**config.mk**
```make
export PLATFORM = sky130hd
export DESIGN_NAME = proc_control_flat
export DESIGN_NICKNAME = d
export VERILOG_FILES = /design/src/rtl/proc_control_pkg.sv /design/src/rtl/proc_control_if.sv /design/src/rtl/proc_control_dec3to8.sv /design/src/rtl/proc_control.sv /design/src/flat_wrapper.sv
export SDC_FILE = /design/constraint.sdc
export NUM_CORES = 1
export LEC_CHECK = 0
export BUFFER_PORTS_ARGS = -buffer_cell sky130_fd_sc_hd__buf_2
export CAP_MARGIN = 20
export CORE_AREA = 2 2 58 60
export CTS_CLUSTER_DIAMETER = 40
export CTS_CLUSTER_SIZE = 24
export DETAILED_ROUTE_END_ITERATION = 12
export DIE_AREA = 0 0 60 62
export HOLD_SLACK_MARGIN = 0.05
export PLACE_DENSITY = 0.54
export SLEW_MARGIN = 10
export SYNTH_ARGS = -nofsm -noshare
export SYNTH_HDL_FRONTEND = slang
export SYNTH_SLANG_ARGS = --single-unit
```
**constraint.sdc**
```tcl
create_clock -name clock -period 1.23 [get_ports clock]
set_input_delay 0.0615 -clock clock [delete_from_list [all_inputs] [get_ports clock]]
set_output_delay 0.0615 -clock clock [all_outputs]
set_load 0.01 [all_outputs]
```
**src/rtl/proc_control_pkg.sv**
```systemverilog
// Shared definitions for the multicycle processor control path: field widths,
// opcode/step/ALU encodings, the instruction register layout and small decode
// helpers used by the controller.
package proc_control_pkg;

    localparam int BUS_W = 16;  // external data bus width
    localparam int IR_W  = 9;   // instruction width, III_XXX_YYY
    localparam int NREGS = 8;   // general registers R0..R7

    typedef enum logic [2:0] {
        OP_MV   = 3'b000,
        OP_MVI  = 3'b001,
        OP_ADD  = 3'b010,
        OP_SUB  = 3'b011,
        OP_AND  = 3'b100,
        OP_OR   = 3'b101,
        OP_SLT  = 3'b110,
        OP_MVNZ = 3'b111
    } opcode_e;

    // Instruction step counter; T0 doubles as the idle/fetch step.
    typedef enum logic [1:0] {
        T0 = 2'd0,
        T1 = 2'd1,
        T2 = 2'd2,
        T3 = 2'd3
    } step_e;

    typedef enum logic [2:0] {
        ALU_ADD = 3'd0,
        ALU_SUB = 3'd1,
        ALU_AND = 3'd2,
        ALU_OR  = 3'd3,
        ALU_SLT = 3'd4
    } alu_op_e;

    // Instruction register layout: opcode, destination Rx, source Ry.
    typedef struct packed {
        opcode_e    op;
        logic [2:0] rx;
        logic [2:0] ry;
    } instr_t;

    // True for the two-operand ALU instructions that take the T1..T3 path.
    function automatic logic is_alu_op(input opcode_e op);
        return op inside {OP_ADD, OP_SUB, OP_AND, OP_OR, OP_SLT};
    endfunction

    // ALU function selected by an ALU-class opcode (add for anything else).
    function automatic alu_op_e alu_code(input opcode_e op);
        case (op)
            OP_SUB:  return ALU_SUB;
            OP_AND:  return ALU_AND;
            OP_OR:   return ALU_OR;
            OP_SLT:  return ALU_SLT;
            default: return ALU_ADD;
        endcase
    endfunction

endpackage

```
**src/rtl/proc_control_if.sv**
```systemverilog
// Bundle of the controller's handshake, data-in and control-out signals.
// The slave modport is the controller; the master modport is the datapath
// (or a testbench standing in for it).
interface proc_control_if;
    import proc_control_pkg::*;

    logic             run;      // start request, sampled only in T0
    logic [BUS_W-1:0] din;      // external data bus
    logic             g_nz;     // G register is non-zero
    logic [NREGS-1:0] r_out;    // one-hot register bus select
    logic             din_out;  // din onto bus
    logic             g_out;    // G onto bus
    logic [NREGS-1:0] r_in;     // register write enables
    logic             a_in;     // A register write enable
    logic             g_in;     // G register write enable
    logic [2:0]       alu_op;   // ALU function code
    logic             done;     // last step of an instruction
    logic [IR_W-1:0]  ir_q;     // current instruction register

    modport slave (
        input  run, din, g_nz,
        output r_out, din_out, g_out, r_in, a_in, g_in, alu_op, done, ir_q
    );

    modport master (
        output run, din, g_nz,
        input  r_out, din_out, g_out, r_in, a_in, g_in, alu_op, done, ir_q
    );

endinterface

```
**src/rtl/proc_control_dec3to8.sv**
```systemverilog
// 3-bit register field to 8-bit one-hot select, forced to zero when disabled.
module dec3to8 (
    input  logic       en,
    input  logic [2:0] sel,
    output logic [7:0] onehot
);

    // One-hot decode of the selected register number.
    always_comb begin
        // NOTE: default every combinational output first so no path leaves it unassigned (which would infer a latch).
        onehot = '0;
        if (en) begin
            onehot[sel] = 1'b1;
        end
    end

endmodule

```
**src/rtl/proc_control.sv**
```systemverilog
// Control FSM of the 16-bit multicycle processor.
// Fetches a 9-bit instruction from din in T0 and sequences it in T1..T3,
// driving the bus-select enables, register/A/G write enables and ALU op.
// Optional feature macro: PROC_CTRL_MVNZ_EN (opcode 111 = mvnz X,Y; NOP otherwise).
module proc_control
    import proc_control_pkg::*;
(
    input  logic           clock,
    input  logic           reset,
    proc_control_if.slave  bus
);

    step_e            state;
    instr_t           ir;
    logic [NREGS-1:0] x_oh;
    logic [NREGS-1:0] y_oh;
    logic             active;
    logic             unused_bits;

    // Combinational enables; registers only hold step and instruction.
    logic [NREGS-1:0] r_out_c;
    logic             din_out_c;
    logic             g_out_c;
    logic [NREGS-1:0] r_in_c;
    logic             a_in_c;
    logic             g_in_c;
    alu_op_e          alu_op_c;
    logic             done_c;

    // A reset cycle drives no enables, even mid-instruction.
    assign active = ~reset;

    dec3to8 u_dec_x (
        .en     (active),
        .sel    (ir.rx),
        .onehot (x_oh)
    );

    dec3to8 u_dec_y (
        .en     (active),
        .sel    (ir.ry),
        .onehot (y_oh)
    );

    // Step sequencer and instruction fetch; run is only looked at in T0.
    always_ff @(posedge clock) begin
        // NOTE: sequential state is updated with non-blocking assignments so every register sees pre-edge values.
        if (reset) begin
            state <= T0;
            ir    <= '0;
        end else begin
            case (state)
                T0: begin
                    if (bus.run) begin
                        ir    <= instr_t'(bus.din[IR_W-1:0]);
                        state <= T1;
                    end
                end
                T1:      state <= is_alu_op(ir.op) ? T2 : T0;
                T2:      state <= T3;
                T3:      state <= T0;
                default: state <= T0;
            endcase
        end
    end

    // Per-step enable decode from the current step and instruction.
    always_comb begin
        r_out_c   = '0;
        din_out_c = 1'b0;
        g_out_c   = 1'b0;
        r_in_c    = '0;
        a_in_c    = 1'b0;
        g_in_c    = 1'b0;
        alu_op_c  = ALU_ADD;
        done_c    = 1'b0;
        if (active) begin
            case (state)
                T1: begin
                    case (ir.op)
                        OP_MV: begin
                            r_out_c = y_oh;
                            r_in_c  = x_oh;
                            done_c  = 1'b1;
                        end
                        OP_MVI: begin
                            // Immediate word is on din during this step.
                            din_out_c = 1'b1;
                            r_in_c    = x_oh;
                            done_c    = 1'b1;
                        end
                        OP_MVNZ: begin
`ifdef PROC_CTRL_MVNZ_EN
                            // Ry is always put on the bus; the write is conditional.
                            r_out_c = y_oh;
                            if (bus.g_nz) begin
                                r_in_c = x_oh;
                            end
`endif
                            done_c = 1'b1;
                        end
                        default: begin
                            // ALU op: first operand Rx into A.
                            r_out_c = x_oh;
                            a_in_c  = 1'b1;
                        end
                    endcase
                end
                T2: begin
                    // Second operand Ry through the ALU into G.
                    r_out_c  = y_oh;
                    g_in_c   = 1'b1;
                    alu_op_c = alu_code(ir.op);
                end
                T3: begin
                    // Result from G back into Rx.
                    g_out_c  = 1'b1;
                    r_in_c   = x_oh;
                    alu_op_c = alu_code(ir.op);
                    done_c   = 1'b1;
                end
                default: begin
                    // T0: fetch or idle, nothing enabled.
                end
            endcase
        end
    end

    assign bus.r_out   = r_out_c;
    assign bus.din_out = din_out_c;
    assign bus.g_out   = g_out_c;
    assign bus.r_in    = r_in_c;
    assign bus.a_in    = a_in_c;
    assign bus.g_in    = g_in_c;
    assign bus.alu_op  = alu_op_c;
    assign bus.done    = done_c;
    assign bus.ir_q    = ir;

    // Upper din bits never reach the controller; g_nz only matters with mvnz.
`ifdef PROC_CTRL_MVNZ_EN
    assign unused_bits = ^bus.din[BUS_W-1:IR_W];
`else
    assign unused_bits = ^{bus.din[BUS_W-1:IR_W], bus.g_nz};
`endif

endmodule

```
**src/flat_wrapper.sv**
```systemverilog
// flat-port wrapper written by rule: the top's interface ports become plain ports
module proc_control_flat import proc_control_pkg::*;
  (clock, reset, bus_run, bus_din, bus_g_nz, bus_r_out, bus_din_out, bus_g_out, bus_r_in, bus_a_in, bus_g_in, bus_alu_op, bus_done, bus_ir_q);
  proc_control_if bus_i ();
  input  logic clock;
  input  logic reset;
  input wire logic [$bits(bus_i.run)-1:0] bus_run;
  input wire logic [$bits(bus_i.din)-1:0] bus_din;
  input wire logic [$bits(bus_i.g_nz)-1:0] bus_g_nz;
  output wire logic [$bits(bus_i.r_out)-1:0] bus_r_out;
  output wire logic [$bits(bus_i.din_out)-1:0] bus_din_out;
  output wire logic [$bits(bus_i.g_out)-1:0] bus_g_out;
  output wire logic [$bits(bus_i.r_in)-1:0] bus_r_in;
  output wire logic [$bits(bus_i.a_in)-1:0] bus_a_in;
  output wire logic [$bits(bus_i.g_in)-1:0] bus_g_in;
  output wire logic [$bits(bus_i.alu_op)-1:0] bus_alu_op;
  output wire logic [$bits(bus_i.done)-1:0] bus_done;
  output wire logic [$bits(bus_i.ir_q)-1:0] bus_ir_q;
  assign bus_i.run = bus_run;
  assign bus_i.din = bus_din;
  assign bus_i.g_nz = bus_g_nz;
  assign bus_r_out = bus_i.r_out;
  assign bus_din_out = bus_i.din_out;
  assign bus_g_out = bus_i.g_out;
  assign bus_r_in = bus_i.r_in;
  assign bus_a_in = bus_i.a_in;
  assign bus_g_in = bus_i.g_in;
  assign bus_alu_op = bus_i.alu_op;
  assign bus_done = bus_i.done;
  assign bus_ir_q = bus_i.ir_q;
  proc_control u_core (.clock(clock), .reset(reset), .bus(bus_i));
endmodule
```
==> reports/results.ini <==
[setup_path]
crit_path_end_kind = output port
crit_chain = inv_4, ha_4, nor2b_4, buf_4, nand4_1, o32ai_2, buf_2
crit_path_top_delay_cell = dfxtp_4
cp_max_fo = 5
cp.required_ns = 1.17
crit_type = reg2out
critPathArrivalTime_ns = 1.71
crit_path_start_kind = flop
crit_path_max_incr_delay_ns = 0.38
r2r_slack_ns = -0.17
timing.rr.start = u_core.state[0]
r2r_end = u_core.state[0]
r2r_cells = 9

[cells_and_area]
final_cell_mix = buf_2 (44), buf_4 (26), nand2_1 (12), nand3_1 (12), a21oi_1 (9)
layout-drive-gt1-share = 0.625
final_common_cell = buf_2
multi_input_area_um2 = 846
area_growth_pct = 111
num_antenna_cells = 0
ff_latch_area_um2 = 229
layout.nets = 225
fill_cells = 311

[clock_tree]
cts_tree = yes
cts_made_buffers = 3
worstSkewPairLatency_ns = 0.27
clkTransAtPathRegs_ns = 0.07
cts.sink_count = 11
cts_root_buf = clkbuf_4
clockBufferDepth = 2
htree_levels = 1

[power_and_ir_drop]
p_int_uw = 776
leakagePower_nw = 0.725
ir_drop_mv = 0.548
p_seq_frac = 0.360
power_density_nw_per_um2 = 676
p_sw_frac = 0.352
switchingPower_uw = 422
combPwrFrac = 0.434
p_total_mw = 1.20
clkPwrFrac = 0.206

[grt]
grt_pass1_wl_um = 4930
grt_max_degree = 14
gr-usage-all-layers = 0.176
gr-total-overflow = 0
antenna_found_initial = 0
grt_pass1_vias = 1042

[timing]
fin_tns_setup_ns = -9.97
post-route-period-util = 1.44
max-slew-margin-rel = 0.791
clock_skew_ns = 0.00487
fin_crit_ns = 1.77
setup_viol = 26
rsz0062_at_grt = yes
fmax_mhz = 566
hold_viol = 0
worstMarginPinSlew_ns = 0.314
final_max_slew_viol_count = 0
setup_ws_ns = -0.538

[yosys]
synth_area_leader_cell = dfxtp_1
seq_area_frac_synth = 0.262
yosys_register_bits = 11
synth-edff-count = 0
yosysUniqueCellTypes = 30
synth_cells = 120
async_flop_share = 0
netlist_area_um2 = 841
synth-main-ff-cell = dfxtp_1
avgSynthCellArea_um2 = 7.01
synthesis.nets = 144
yosys_warnings = 0
synth_area_leaders = dfxtp_1 (26%), nand3_1 (8.9%), nand2_1 (7.1%), o32ai_1 (6.2%), ha_1 (6.0%)
yosysTopAreaCellShare = 0.262

[floorplanning]
start_util = 0.264
coreArea_um2 = 3180
rows = 21
dieArea_um2 = 3720
ios = 53
dieWidth_um = 60
die_h_um = 62

[drt]
routedWlPerCell_um = 12.4
drc = 0
wl_um = 3060
dr.pass1.iters = 4
viasPerCell = 4.72
vias = 1162
ant_nets = 0
initialDrtViolationCount = 43

[placement]
hpwlAfterDp_um = 2400
gp_congestion = 0.806
portBuffers = 44

[status]
status = finished, violations left
violations = negative setup slack

[flow_run]
drv_cap = 0

[min_path]
min_path_type = in2reg
min_from = bus_din[5]
min_to = u_core.bus.ir_q[5]
whs_path_depth = 3

## synthesized netlist by cell type, drive strengths merged (2+ instances only)
library cell and n:
inv 4, nand2 16, buf 5, o211ai 2, a21oi 10, o22ai 2
nor3b 2, nor2 10, nor3 6, nand2b 5, clkbuf 4, ha 4
a211oi 2, dfxtp 11, nor2b 6, o21ai 2, nand3 15, o32ai 6
## how the worst max path moves through the flow
stage | start | to | slack, ns | cells past startpoint
finish | u_core.state[0] | bus_r_out[7] | -0.54 | 7
global route | u_core.state[0] | bus_r_out[0] | -0.63 | 7
CTS | u_core.state[0] | bus_r_out[1] | -0.55 | 7
detailed placement | flop | bus_r_out[1] | -0.31 | 7
global placement | flop | bus_r_out[1] | -0.26 | 7
floorplan | u_core.state[0] | bus_r_out[3] | -0.13 | 6
## stage by stage
step | hold slack (ns) | area, um^2 | instances | utilization | setup slack, ns
floorplan | 0.209 | 1010 | 120 | - | -0.126
global placement | 0.314 | 1470 | 227 | 0.462 | -0.263
detailed placement | 0.317 | 1470 | 227 | 0.462 | -0.310
CTS | 0.0533 | 1730 | 244 | 0.543 | -0.546
global route | 0.0526 | 1770 | 246 | 0.557 | -0.632
finish | 0.0589 | 1770 | 246 | 0.557 | -0.538
## worst max-delay path: cells and delay by family (launching register included)
family                     cells  cell delay, ns
DFF                            1            0.38
buffers and inverters          3            0.36
and+or+nand+nor                2            0.28
adders and majority gates      1            0.26
AOI/OAI and AO/OA              1            0.17
## timing repair
item                                   in CTS  in global routing
hold buffers                                7                  0
cloned                                      1                  0
resized for setup                          31                  9
pin swaps                                  13                  5
endpoints found under the hold margin       7                  0
setup endpoints to repair                  26                 34
setup buffers                               7                  3
## registers in the layout (all words and copies together) (netlist names), named ones only
signal	count
u_core.state	1
u_core.bus.ir_q	9
## power by group through the flow
stage | clock network [mW] | registers [mW] | logic (mW)
2_1_floorplan | 0 | 0.426 | 0.240
3_3_place_gp | 0 | 0.429 | 0.413
3_5_place_dp | 0 | 0.431 | 0.425
4_1_cts | 0.251 | 0.429 | 0.504
5_1_grt | 0.267 | 0.436 | 0.569
6_report | 0.247 | 0.431 | 0.520
## logic make-up (layout without fill, tap and decap cells)
family | after synthesis | after routing | synth area share
XOR/XNOR | 1 | 1 | 0.0104
AND/OR/NAND/NOR | 65 | 65 | 0.393
adder cells (fa/ha/maj) | 4 | 4 | 0.0595
buffers and inverters | 13 | 93 | 0.0669
flip-flops | 11 | 11 | 0.262
AO/OA/AOI/OAI | 26 | 26 | 0.208
## layout make-up
cell class,count,share of cell area
Sequential cell,11,0.129
Tap cell,46,0.0325
Clock buffer,4,0.0148
Timing Repair Buffer,85,0.335
Inverter,4,0.0113
Multi-Input combinational cell,96,0.477
## layer usage
layer	part of all wire	global-route usage
met3	0.028	0.0124
met5	0	0
met4	0.0065	0.0667
met1	0.45	0.232
met2	0.51	0.303
Power figures use the tool's default switching activity.
